===== config.mk =====
export PLATFORM = sky130hd
export DESIGN_NAME = band_scheduler
export DESIGN_NICKNAME = d
export VERILOG_FILES = /design/src/rtl/band_scheduler.sv
export SDC_FILE = /design/constraint.sdc
export NUM_CORES = 1
export LEC_CHECK = 0
export ABC_AREA = 1
export BUFFER_PORTS_ARGS = -buffer_cell sky130_fd_sc_hd__buf_2
export CAP_MARGIN = 5
export CORE_MARGIN = 2
export CORE_UTILIZATION = 32
export DETAILED_ROUTE_END_ITERATION = 8
export PLACE_DENSITY = 0.51
export SETUP_SLACK_MARGIN = 0.5
export SLEW_MARGIN = 25
export SYNTH_ARGS = -nofsm -noshare
export SYNTH_HDL_FRONTEND = slang
export SYNTH_SLANG_ARGS = --single-unit

===== constraint.sdc =====
create_clock -name clock -period 5.2 [get_ports clock]
set_input_delay 0.78 -clock clock [delete_from_list [all_inputs] [get_ports clock]]
set_output_delay 0.78 -clock clock [all_outputs]
set_load 0.01 [all_outputs]

===== src/rtl/band_scheduler.sv =====
// band_scheduler: runs one shared band-filter engine over seven bands for
// every accepted audio sample and publishes the seven 8-bit magnitudes at once.
// Optional build macro BAND_SCHEDULER_PEAK_DECAY_EN enables peak-hold outputs
// with a one-step decay every DECAY_SAMPLES frames.
//
// state     | meaning
// ----------+-----------------------------------------------------------
// S_IDLE    | waiting for a sample strobe on ready
// S_ISSUE   | pulse eng_start for the current band, clear timeout counter
// S_WAIT    | wait for eng_done or the timeout terminal count
// S_CAPTURE | convert the captured result into the band's shadow magnitude
// S_PUBLISH | copy all shadows to freq1..freq7 and pulse frame_valid
module band_scheduler #(
   parameter int NUM_BANDS     = 7,
   parameter int MAG_SHIFT     = 9,
   parameter int TIMEOUT       = 64,
   parameter int DECAY_SAMPLES = 256
) (
   input  logic        clock,
   input  logic        reset,
   input  logic        ready,
   input  logic [17:0] audio_in,
   output logic        eng_start,
   output logic [2:0]  eng_band,
   output logic [17:0] eng_sample,
   input  logic        eng_done,
   input  logic [17:0] eng_result,
   output logic [7:0]  freq1,
   output logic [7:0]  freq2,
   output logic [7:0]  freq3,
   output logic [7:0]  freq4,
   output logic [7:0]  freq5,
   output logic [7:0]  freq6,
   output logic [7:0]  freq7,
   output logic        frame_valid,
   output logic        busy,
   output logic        overrun,
   output logic        timeout_err
);

   typedef enum logic [2:0] {S_IDLE, S_ISSUE, S_WAIT, S_CAPTURE, S_PUBLISH} state_t;

   localparam int              TW     = $clog2(TIMEOUT);
   localparam logic [TW-1:0]   T_LAST = TW'(TIMEOUT - 1);
   localparam logic [2:0]      B_LAST = 3'(NUM_BANDS - 1);

   state_t                         state_q, state_d;
   logic [2:0]                     band_q, band_d;
   logic [17:0]                    sample_q, sample_d;
   logic [17:0]                    result_q, result_d;
   logic [TW-1:0]                  tcnt_q, tcnt_d;
   logic [NUM_BANDS-1:0][7:0]      shadow_q, shadow_d;
   logic [NUM_BANDS-1:0][7:0]      freq_q, freq_d;
   logic                           frame_valid_q, frame_valid_d;
   logic                           overrun_q, overrun_d;
   logic                           timeout_err_q, timeout_err_d;

`ifdef BAND_SCHEDULER_PEAK_DECAY_EN
   localparam int              DW = $clog2(DECAY_SAMPLES + 1);
   logic [DW-1:0]              dcnt_q, dcnt_d;
   logic                       decay_now;
   logic [7:0]                 base;
`endif

   // |result| with the most negative code folded to the largest positive one,
   // scaled down and saturated to 8 bits
   function automatic logic [7:0] mag8(input logic [17:0] r);
      logic [17:0] a;
      logic [17:0] v;
      if (r == 18'h20000)
         a = 18'h1FFFF;
      else if (r[17])
         a = -r;
      else
         a = r;
      v = a >> MAG_SHIFT;
      return (v > 18'd255) ? 8'hFF : v[7:0];
   endfunction

   // next-state, datapath and handshake decode
   always_comb begin
      state_d       = state_q;
      band_d        = band_q;
      sample_d      = sample_q;
      result_d      = result_q;
      tcnt_d        = tcnt_q;
      shadow_d      = shadow_q;
      freq_d        = freq_q;
      frame_valid_d = 1'b0;
      overrun_d     = overrun_q | (ready && (state_q != S_IDLE));
      timeout_err_d = timeout_err_q;
      eng_start     = 1'b0;
`ifdef BAND_SCHEDULER_PEAK_DECAY_EN
      dcnt_d        = dcnt_q;
      decay_now     = 1'b0;
      base          = '0;
`endif
      case (state_q)
         S_IDLE: begin
            if (ready) begin
               sample_d = audio_in;
               band_d   = 3'd0;
               state_d  = S_ISSUE;
            end
         end
         S_ISSUE: begin
            eng_start = 1'b1;
            tcnt_d    = '0;
            state_d   = S_WAIT;
         end
         S_WAIT: begin
            // a done arriving on the terminal-count cycle still counts as an answer
            if (eng_done) begin
               result_d = eng_result;
               state_d  = S_CAPTURE;
            end else if (tcnt_q == T_LAST) begin
               result_d      = '0;
               timeout_err_d = 1'b1;
               state_d       = S_CAPTURE;
            end else begin
               tcnt_d = tcnt_q + 1'b1;
            end
         end
         S_CAPTURE: begin
            shadow_d[band_q] = mag8(result_q);
            if (band_q == B_LAST) begin
               state_d = S_PUBLISH;
            end else begin
               band_d  = band_q + 3'd1;
               state_d = S_ISSUE;
            end
         end
         S_PUBLISH: begin
            frame_valid_d = 1'b1;
`ifdef BAND_SCHEDULER_PEAK_DECAY_EN
            decay_now = (dcnt_q == DW'(DECAY_SAMPLES - 1));
            dcnt_d    = decay_now ? '0 : dcnt_q + 1'b1;
            for (int i = 0; i < NUM_BANDS; i++) begin
               base = freq_q[i];
               if (decay_now && (base != 8'd0))
                  base = base - 8'd1;
               freq_d[i] = (shadow_q[i] > base) ? shadow_q[i] : base;
            end
`else
            freq_d = shadow_q;
`endif
            state_d = S_IDLE;
         end
         default: state_d = S_IDLE;
      endcase
   end

   // state and datapath registers, cleared asynchronously
   always_ff @(posedge clock or posedge reset) begin
      if (reset) begin
         state_q       <= S_IDLE;
         band_q        <= '0;
         sample_q      <= '0;
         result_q      <= '0;
         tcnt_q        <= '0;
         shadow_q      <= '0;
         freq_q        <= '0;
         frame_valid_q <= 1'b0;
         overrun_q     <= 1'b0;
         timeout_err_q <= 1'b0;
`ifdef BAND_SCHEDULER_PEAK_DECAY_EN
         dcnt_q        <= '0;
`endif
      end else begin
         state_q       <= state_d;
         band_q        <= band_d;
         sample_q      <= sample_d;
         result_q      <= result_d;
         tcnt_q        <= tcnt_d;
         shadow_q      <= shadow_d;
         freq_q        <= freq_d;
         frame_valid_q <= frame_valid_d;
         overrun_q     <= overrun_d;
         timeout_err_q <= timeout_err_d;
`ifdef BAND_SCHEDULER_PEAK_DECAY_EN
         dcnt_q        <= dcnt_d;
`endif
      end
   end

   assign eng_band    = band_q;
   assign eng_sample  = sample_q;
   assign freq1       = freq_q[0];
   assign freq2       = freq_q[1];
   assign freq3       = freq_q[2];
   assign freq4       = freq_q[3];
   assign freq5       = freq_q[4];
   assign freq6       = freq_q[5];
   assign freq7       = freq_q[6];
   assign frame_valid = frame_valid_q;
   assign busy        = (state_q != S_IDLE);
   assign overrun     = overrun_q;
   assign timeout_err = timeout_err_q;

endmodule

==> out/metrics.csv, run 1 <==
stage,metric,value,unit
yosys,register area share after synthesis,60.33,%
yosys,"area leader, netlist",dfrtp_1,
power,VDD IR-drop max,0.0002366,V
cells_and_area,register area,4079,um2
yosys,Ys Warns,0,
clock_network,number of gates resized after CTS,0,
power,Tot Pwr,4.192,mW
cells_and_area,antenna cells,0,
yosys,Yosys cell types,28,
floorplan,Chip Height,149.4,um
worst_setup_path,CP max FO,5,
cells_and_area,Area Overhead vs Synth,20.93,%
route,drt wl/cell,13.35,um
yosys,top post-synthesis cells by area,"dfrtp_1 60%, nand2_1 21%, o21ai_0 2.8%, inv_1 2.6%, nand3_1 2.4%",
yosys,"FFs w/ async S/R, synth",100.0,%
yosys,Synthesized Nets,828,
worst_setup_path,critical path arrival,1.46,ns
place,RePlAce Congestion,0.7669,
worst_setup_path,CP startpoint,state_q[0],
timing,Tmin final,2.239,ns
worst_setup_path,Crit. path cell count,3,
min_path,hold path startpoint,overrun,
clock_network,clk root buf,clkbuf_16,
timing,Slew HR,41.76,%
worst_setup_path,capturing point of the worst reg2reg path,tcnt_q[5],
floorplan,# rows,53,
worst_setup_path,Setup Crit Path Kind,reg2out,
route,post-route ant nets,0,
worst_setup_path,flop2flop setup slack,3.11,ns
yosys,number of synthesized flops with an enable pin,0,
global_route,initial antenna violation count,0,
timing,Final TNS setup,0,ns
worst_setup_path,R2R depth,8,
power,PwrDens,512.7,nW/um2
floorplan,Initial Utilization,32.37,%
yosys,Synth top cells by count,"384 x nand2_1, 163 x dfrtp_1, 47 x inv_1, 38 x o21ai_0, 32 x nand3_1",
timing,Setup-failing EPs final,0,
flow_run,max-cap violation count,0,
clock_network,TritonCTS Buffers,17,
yosys,Avg Inst Size Synth,8.613,um2
global_route,vias in the first global route,4968,
timing,Pins Over Slew Limit,0,
route,initial detailed-routing violation count,271,
worst_setup_path,"CP delay by family, top",flip-flops,
clock_network,H-tree depth,4,
worst_setup_path,Worst Setup End Kind,output port,
place,Final HPWL DP,10.31,mm
clock_network,Clock Tree Buf Depth,2,
cells_and_area,fillcell total,2227,
worst_setup_path,Critical Path Sink,busy,
timing,RSZ-0062 raised after global routing,no,
cells_and_area,Post-Route Utilization,39.14,%
timing,worst-margin pin slew,0.8736,ns
clock_network,Sink Count,163,
cells_and_area,multi-input logic area,2346,um2
yosys,Mapped Cells,785,
worst_setup_path,CP cell instances,"nor3_1, inv_1, buf_2",
clock_network,hold_buf cts,0,
cells_and_area,share of cells above drive strength 1,20.20,%
floorplan,core area,20890,um2
worst_setup_path,WP buf/inv,2,
route,Post-route DRC,0,
clock_network,setup bufs post-CTS,0,
floorplan,Die Area,22310,um2
timing,FMAX,446.5,MHz
status,status,"complete, no violations",
route,aggregate routed wire length,15.83,mm
timing,Fin. Hold Viols,0,
worst_setup_path,reg2reg start,tcnt_q[0],
timing,skew final,0.009566,ns
yosys,most frequent cell after synthesis,nand2_1,
yosys,ys flop type,dfrtp_1,
global_route,Total GRT Usage,14.95,%
place,PortBufs,121,
timing,Min Hold Slack,0.4597,ns
power,Pleak,4.519,nW
worst_setup_path,Worst path max stage delay,0.46,ns
global_route,global route overflow,0,
global_route,largest net degree at the start of global routing,164,
route,post-DR vias/cell,4.342,
route,vias,5150,
yosys,area of the mapped netlist,6761,um2
global_route,first-pass GRT wire length,25.99,mm
clock_network,"Clk Latency, worst-skew pair",0.42,ns
route,DRT Pass-1 Iters,4,
floorplan,die width,149.4,um
cells_and_area,Layout Nets,942,
floorplan,Ports,122,
yosys,top cell type's share of synthesized area,60.33,%
min_path,Worst Hold Class,reg2reg,
clock_network,register clock-pin slew on the reported worst setup and hold paths,0.06,ns
worst_setup_path,Slowest cell on crit path,dfrtp_1,
worst_setup_path,CP Launch Type,flip-flop,
worst_setup_path,"Req. time, crit path",4.42,ns
timing,fin crit share,43.07,%
yosys,post-synthesis register bit count,163,
clock_network,CTS tree,done,
==> cell usage in the layout, fill, tap and decap left out, types with 4 or more instances in the layout <==
cell type  count
nor3_2         5
nand4_1        4
clkbuf_16     17
nand3_1       32
inv_1         46
nor2_1        28
o21ai_0       38
a21oi_1        7
nand3_2        5
nand2_2        7
inv_2          5
o21ai_1       15
dfrtp_1      163
nand2_1      383
buf_2        121
==> routing by layer <==
layer	up-vias	wire [um]	part of all wire, %	GRT usage [%]
met2	131	6670	42	21.70
met4	0	167	1.1	4.571
li1	2652	-	-	-
met1	2355	8079	51	21.72
met5	-	0	0	0
met3	12	913	5.8	4.098
==> metrics by stage <==
stage | cells | cell area [um2] | setup slack [ns]
finish | 1186 | 8177 | 2.961
detailed placement | 1155 | 7601 | 2.932
global placement | 1155 | 7601 | 3.018
global route | 1186 | 8177 | 2.862
CTS | 1186 | 8177 | 2.938
floorplan | 785 | 6765 | 2.349
==> state kept, by name, summed over array words and instances (netlist names), 6 cells and up <==
name,count
tcnt_q,6
freq5,8
freq2,8
eng_sample,18
freq3,8
freq4,8
freq7,8
result_q,18
shadow_q,56
freq6,8
freq1,8
==> area by class of cell <==
type / count / share of cell area (%)
clock buffers: 20 / 5.463
flip-flops and latches: 163 / 49.89
well taps: 275 / 4.208
multi-input cells: 542 / 28.69
inverters: 52 / 2.433
repair buffers: 123 / 7.743
clock inverters: 11 / 1.576
==> how the worst min path moves through the flow <==
stage	endpoint	slack, ns	cells past startpoint
floorplan	freq1[0]	0.44	2
global placement	overrun	0.44	1
detailed placement	overrun	0.44	1
CTS	overrun	0.46	1
global route	timeout_err	0.49	1
finish	overrun	0.46	1
==> cell families (layout without fill, tap and decap cells) <==
| group | after synthesis | count (layout) | synth area share (%) |
|---|---|---|---|
| DFF | 163 | 163 | 60.33 |
| adders and majority gates | 3 | 3 | 0.5552 |
| xor gates and xnor gates | 2 | 2 | 0.2591 |
| AOI/OAI and AO/OA | 64 | 64 | 5.033 |
| and+or+nand+nor | 473 | 473 | 28.81 |
| buffers and inverters | 80 | 206 | 5.015 |
==> report_power, final <==
part           switching [mW]  internal (mW)  leakage, nW  total [mW]
logic                   0.772          0.363         2.08        1.13
clock network           0.522          0.722        0.277        1.24
registers               0.216           1.60         2.16        1.81
==> worst register-to-register path: stages, from the launching register on <==
cell	delay, ns
dfrtp_1	0.43
ha_1	0.25
nand3_1	0.13
nor2_1	0.08
nor2_1	0.56
nand2_2	0.17
nand2_2	0.20
nand4_1	0.11
o21ai_1	0.10
No activity file was read; power rests on OpenSTA's default activity.
==> run 2, diff against run 1 <==
- clock period: 5.2 -> 2 ns (I/O delays scaled with it)
==> run 2 against run 1 <==
Effect of this change: design area increased by 8.8%; clock skew rose by 0.0026 ns; routed wire length up 4.5%; worst setup slack worse by 2.6 ns; sequential share of layout area is 4.0 points lower; core utilization rose by 3.5 points; combinational power grew to 3.5 times the previous value; sequential power rose to 2.6 times the previous value; non-clock buffer count is 34 higher; global-route usage rose by 0.78 points.
==> out/metrics.csv, run 2 (synthesis gave the netlist of run 1 again) <==
stage,metric,value,unit
status,status,"complete, no violations",
route,post-DR vias/cell,4.351,
worst_setup_path,Worst path max stage delay,0.47,ns
global_route,vias in the first global route,5139,
clock_network,clk root buf,clkbuf_16,
worst_setup_path,CP Launch Type,flip-flop,
clock_network,register clock-pin slew on the reported worst setup and hold paths,0.06,ns
cells_and_area,max reg flops,56,
worst_setup_path,Worst Setup End Kind,output port,
timing,Final TNS setup,0,ns
cells_and_area,antenna cells,0,
timing,Slew HR,73.05,%
floorplan,Chip Height,149.4,um
route,vias,5321,
timing,Pins Over Slew Limit,0,
cells_and_area,fin area,8900,um2
cells_and_area,Reg with most FFs,shadow_q,
worst_setup_path,capturing point of the worst reg2reg path,shadow_q[18],
timing,fin crit share,80.62,%
worst_setup_path,Crit. path cell count,3,
cells_and_area,"commonest cells after routing, fill and taps aside","341 x nand2_1, 158 x dfrtp_1, 120 x buf_2, 41 x inv_1, 41 x nand2_2",
clock_network,"Clk Latency, worst-skew pair",0.43,ns
worst_setup_path,reg2reg start,result_q[0],
cells_and_area,fillcell total,2108,
place,RePlAce Congestion,0.7776,
place,placed cell count,1175,
worst_setup_path,CP max FO,4,
cells_and_area,Layout Nets,978,
worst_setup_path,critical path arrival,1.31,ns
clock_network,CTS tree,done,
power,Pleak,4.794,nW
worst_setup_path,Slowest cell on crit path,dfrtp_2,
worst_setup_path,"CP delay by family, top",flip-flops,
route,aggregate routed wire length,16.54,mm
timing,Tmin final,1.612,ns
route,post-route ant nets,0,
global_route,largest net degree at the start of global routing,72,
cells_and_area,share of cells above drive strength 1,30.70,%
worst_setup_path,Critical Path Sink,busy,
place,Place WS,-0.04789,ns
cells_and_area,"most common cell after layout, fill and taps aside",nand2_1,
flow_run,max-cap violation count,0,
cells_and_area,Area Overhead vs Synth,31.62,%
clock_network,TritonCTS Buffers,17,
route,initial detailed-routing violation count,244,
timing,Fin. Hold Viols,0,
cells_and_area,fin cells,1223,
worst_setup_path,CP startpoint,state_q[2],
floorplan,Ports,122,
global_route,first-pass GRT wire length,27.26,mm
floorplan,Die Area,22310,um2
route,drt wl/cell,13.52,um
place,PortBufs,121,
worst_setup_path,Setup Crit Path Kind,reg2out,
place,DP Area,7789,um2
min_path,Worst Hold Class,in2reg,
worst_setup_path,WP buf/inv,2,
floorplan,Initial Utilization,32.37,%
power,Tot Pwr,11.79,mW
global_route,initial antenna violation count,0,
route,DRT Pass-1 Iters,4,
clock_network,Sink Count,163,
power,PwrDens,1324,nW/um2
power,VDD IR-drop max,0.0006159,V
place,Final HPWL DP,11.16,mm
clock_network,H-tree depth,4,
timing,RSZ-0062 raised after global routing,yes,
timing,worst-margin pin slew,0.4042,ns
floorplan,# rows,53,
floorplan,die width,149.4,um
floorplan,core area,20890,um2
clock_network,Clock Tree Buf Depth,2,
worst_setup_path,flop2flop setup slack,0.46,ns
timing,Final WS setup,0.3876,ns
worst_setup_path,R2R depth,9,
worst_setup_path,CP cell instances,"nor3_4, inv_2, buf_6",
global_route,Total GRT Usage,15.73,%
worst_setup_path,"Req. time, crit path",1.70,ns
route,Post-route DRC,0,
timing,Setup-failing EPs final,0,
timing,FMAX,620.2,MHz
timing,skew final,0.01220,ns
global_route,global route overflow,0,
==> run 2: how the worst min path moves through the flow <==
stage	startpoint	endpoint	slack [ns]	cells past startpoint
finish	audio_in[0]	eng_sample[0]	0.06	3
global route	audio_in[10]	eng_sample[10]	0.05	3
CTS	audio_in[9]	eng_sample[9]	0.05	3
detailed placement	reset	freq7[2]	0.30	2
global placement	reset	freq7[2]	0.30	2
floorplan	audio_in[0]	eng_sample[0]	0.41	2
==> run 2: worst register-to-register path, cell delays in order, from the launching register on <==
cell	delay (ns)
dfrtp_1	0.41
nor2_4	0.17
inv_2	0.06
nor2_4	0.10
nand2_4	0.08
nor2_4	0.16
nand2_8	0.15
nand3_4	0.20
nand2_1	0.07
nand2_1	0.07
==> run 2: layout make-up <==
| type | count | area [um2] | share of cell area, % |
|---|---|---|---|
| well taps | 275 | 344.1 | 3.866 |
| clock buffers | 21 | 470.5 | 5.286 |
| repair buffers | 157 | 973.4 | 10.94 |
| flip-flops and latches | 163 | 4085 | 45.90 |
| multi-input cells | 544 | 2709 | 30.44 |
| clock inverters | 11 | 93.84 | 1.054 |
| inverters | 52 | 224.0 | 2.517 |
==> run 2: layer usage <==
| layer | global-route usage, % | routed length, um | up-vias |
|---|---|---|---|
| met1 | 22.74 | 8276 | 2448 |
| met4 | 5.381 | 244 | 0 |
| met2 | 23.00 | 7224 | 117 |
| li1 | - | - | 2741 |
| met5 | 0 | 0 | - |
| met3 | 3.884 | 795 | 15 |
==> run 2: timing repair <==
| action | in CTS | in global routing |
|---|---|---|
| resized for setup | 39 | 91 |
| hold buffers | 1 | 0 |
| endpoints found under the setup margin | 102 | 117 |
| buffers inserted | 9 | 4 |
| pin swaps | 12 | 18 |
| cloned | 1 | 1 |
| endpoints found under the hold margin | 5 | 0 |
==> run 2: power by group <==
group,internal [mW],switching [mW]
Combinational,1.47,2.49
Sequential,4.16,0.564
Clock,1.71,1.38
==> run 2: through the flow <==
step | util, % | hold WS (ns)
detailed placement | 37.29 | 0.2958
global route | 42.61 | 0.05363
global placement | 37.29 | 0.2998
floorplan | - | 0.4096
finish | 42.61 | 0.06467
CTS | 41.26 | 0.04756
==> run 3, diff against run 2 <==
- PLACE_DENSITY: 0.51 -> 0.49
- clock period: 2 -> 1.5 ns (I/O delays scaled with it)
==> run 3 against run 2 <==
Effect of this change: clock skew is 0.0018 ns lower; cell count is 11% higher; worst hold slack worse by 0.033 ns; sequential power is 35% higher; the run now ends with negative setup slack left; largest power group is now combinational cells.
==> out/metrics.csv, run 3 (synthesis gave the netlist of run 1 again) <==
stage,metric,value,unit
worst_setup_path,capturing point of the worst reg2reg path,eng_band[2],
floorplan,# rows,53,
cells_and_area,"commonest cells after routing, fill and taps aside","247 x nand2_1, 159 x dfrtp_1, 113 x buf_2, 100 x nand2_2, 92 x buf_4",
cells_and_area,max reg flops,56,
min_path,Worst Hold Class,in2reg,
cells_and_area,"most common cell after layout, fill and taps aside",nand2_1,
timing,skew final,0.01037,ns
cells_and_area,multi-input logic area,3416,um2
timing,worst-margin pin slew,0.4020,ns
worst_setup_path,R2R depth,8,
floorplan,core area,20890,um2
timing,Final WS setup,-0.1064,ns
global_route,initial antenna violation count,0,
power,Pleak,5.944,nW
global_route,Total GRT Usage,17.31,%
route,post-DR vias/cell,4.513,
power,Reg power frac,33.8,%
clock_network,CTS tree,done,
route,DRT Pass-1 Iters,4,
power,clock share of power,24.8,%
cells_and_area,Layout Nets,1113,
worst_setup_path,flop2flop setup slack,-0.11,ns
worst_setup_path,CP Launch Type,flip-flop,
place,Final HPWL DP,11.27,mm
place,Place WS,-0.07268,ns
place,RePlAce Congestion,0.8004,
place,PortBufs,121,
power,Tot Pwr,18.94,mW
worst_setup_path,CP startpoint,state_q[2],
power,combinational group share of total power,41.4,%
cells_and_area,antenna cells,0,
timing,FMAX,622.5,MHz
timing,Final TNS setup,-0.6416,ns
worst_setup_path,reg2reg start,state_q[2],
global_route,global route overflow,0,
worst_setup_path,critical path arrival,1.91,ns
power,Sw Pwr,6.992,mW
worst_setup_path,Setup Crit Path Kind,reg2reg,
route,post-route ant nets,0,
timing,Pins Over Slew Limit,0,
cells_and_area,fin area,11280,um2
timing,Fin. Hold Viols,0,
power,switching share of power,36.91,%
floorplan,die width,149.4,um
global_route,first-pass GRT wire length,30.16,mm
cells_and_area,Area Overhead vs Synth,66.82,%
cells_and_area,fillcell total,1938,
timing,Min Hold Slack,0.03147,ns
worst_setup_path,"Req. time, crit path",1.80,ns
clock_network,Sink Count,163,
worst_setup_path,Critical Path Sink,eng_band[2],
power,PwrDens,1679,nW/um2
route,vias,6124,
floorplan,Initial Utilization,32.37,%
clock_network,register clock-pin slew on the reported worst setup and hold paths,0.07,ns
cells_and_area,Reg with most FFs,shadow_q,
flow_run,max-cap violation count,0,
floorplan,Die Area,22310,um2
clock_network,"Clk Latency, worst-skew pair",0.42,ns
global_route,largest net degree at the start of global routing,75,
timing,RSZ-0062 raised after global routing,yes,
global_route,vias in the first global route,5767,
floorplan,Chip Height,149.4,um
status,status,"finished, violations left",
clock_network,Clock Tree Buf Depth,2,
power,VDD IR-drop max,0.001079,V
status,violated checks,negative setup slack,
place,DP Area,7986,um2
clock_network,H-tree depth,4,
worst_setup_path,CP max FO,6,
worst_setup_path,Worst Setup End Kind,flip-flop,
route,Post-route DRC,0,
floorplan,Ports,122,
clock_network,clk root buf,clkbuf_16,
route,aggregate routed wire length,20.00,mm
cells_and_area,register area,4084,um2
cells_and_area,share of cells above drive strength 1,50.74,%
timing,Tmin final,1.606,ns
clock_network,TritonCTS Buffers,17,
power,Pint,11.95,mW
timing,fin crit share,107.1,%
route,drt wl/cell,14.74,um
route,initial detailed-routing violation count,287,
timing,Slew HR,73.20,%
timing,Setup-failing EPs final,31,
[run 3: through the flow]
step	util [%]	std cells
after floorplan	-	785
after global placement	38.23	1187
after detailed placement	38.23	1187
after CTS	47.48	1283
after global routing	54.00	1357
final	54.00	1357
[run 3: what timing repair did]
| action | CTS | global route |
|---|---|---|
| buffers inserted | 33 | 65 |
| gates resized for setup | 162 | 186 |
| hold buffers | 19 | 0 |
| hold endpoints to repair | 43 | 0 |
| gates cloned | 13 | 9 |
| setup endpoints to repair | 244 | 293 |
| pin swaps | 42 | 75 |
[run 3: worst min path at each step]
stage	start	to	slack, ns	cells past startpoint
final	eng_result[8]	result_q[8]	0.03	3
after global routing	eng_result[8]	result_q[8]	0.03	3
after CTS	eng_result[5]	result_q[5]	0.01	3
after detailed placement	reset	shadow_q[25]	0.17	2
after global placement	reset	shadow_q[33]	0.17	2
after floorplan	audio_in[0]	eng_sample[0]	0.34	2
[run 3: final cells by class]
class,count,share of cell area [%]
sequential,163,36.21
timing repair inverter,2,0.1553
timing repair buffer,291,22.68
inverter,52,2.052
tap,275,3.050
clock inverter,14,1.797
clock buffer,17,3.771
multi-input combinational,543,30.28
[run 3: routing by layer]
metal	wire [um]	global-route usage, %	vias to the layer above
met5	0	0	-
met4	226	4.333	0
met3	802	4.159	18
met2	9608	27.29	122
met1	9361	24.05	2969
li1	-	-	3015
[run 3: worst max-delay path: stages (launching register included)]
cell and delay [ns]:
dfrtp_2 0.49, nor3_4 0.22, buf_4 0.14, buf_6 0.10
nand2_8 0.07, a21oi_4 0.25, nand3_2 0.11, nand2_2 0.07
a21oi_2 0.03
[run 3: power groups by stage]
stage | clock [mW] | sequential (mW) | combinational (mW)
detailed placement | 0 | 6.28 | 4.63
global route | 4.99 | 6.53 | 8.62
floorplan | 0 | 6.30 | 2.95
finish | 4.69 | 6.40 | 7.85
global placement | 0 | 6.28 | 4.57
CTS | 4.82 | 6.31 | 6.70
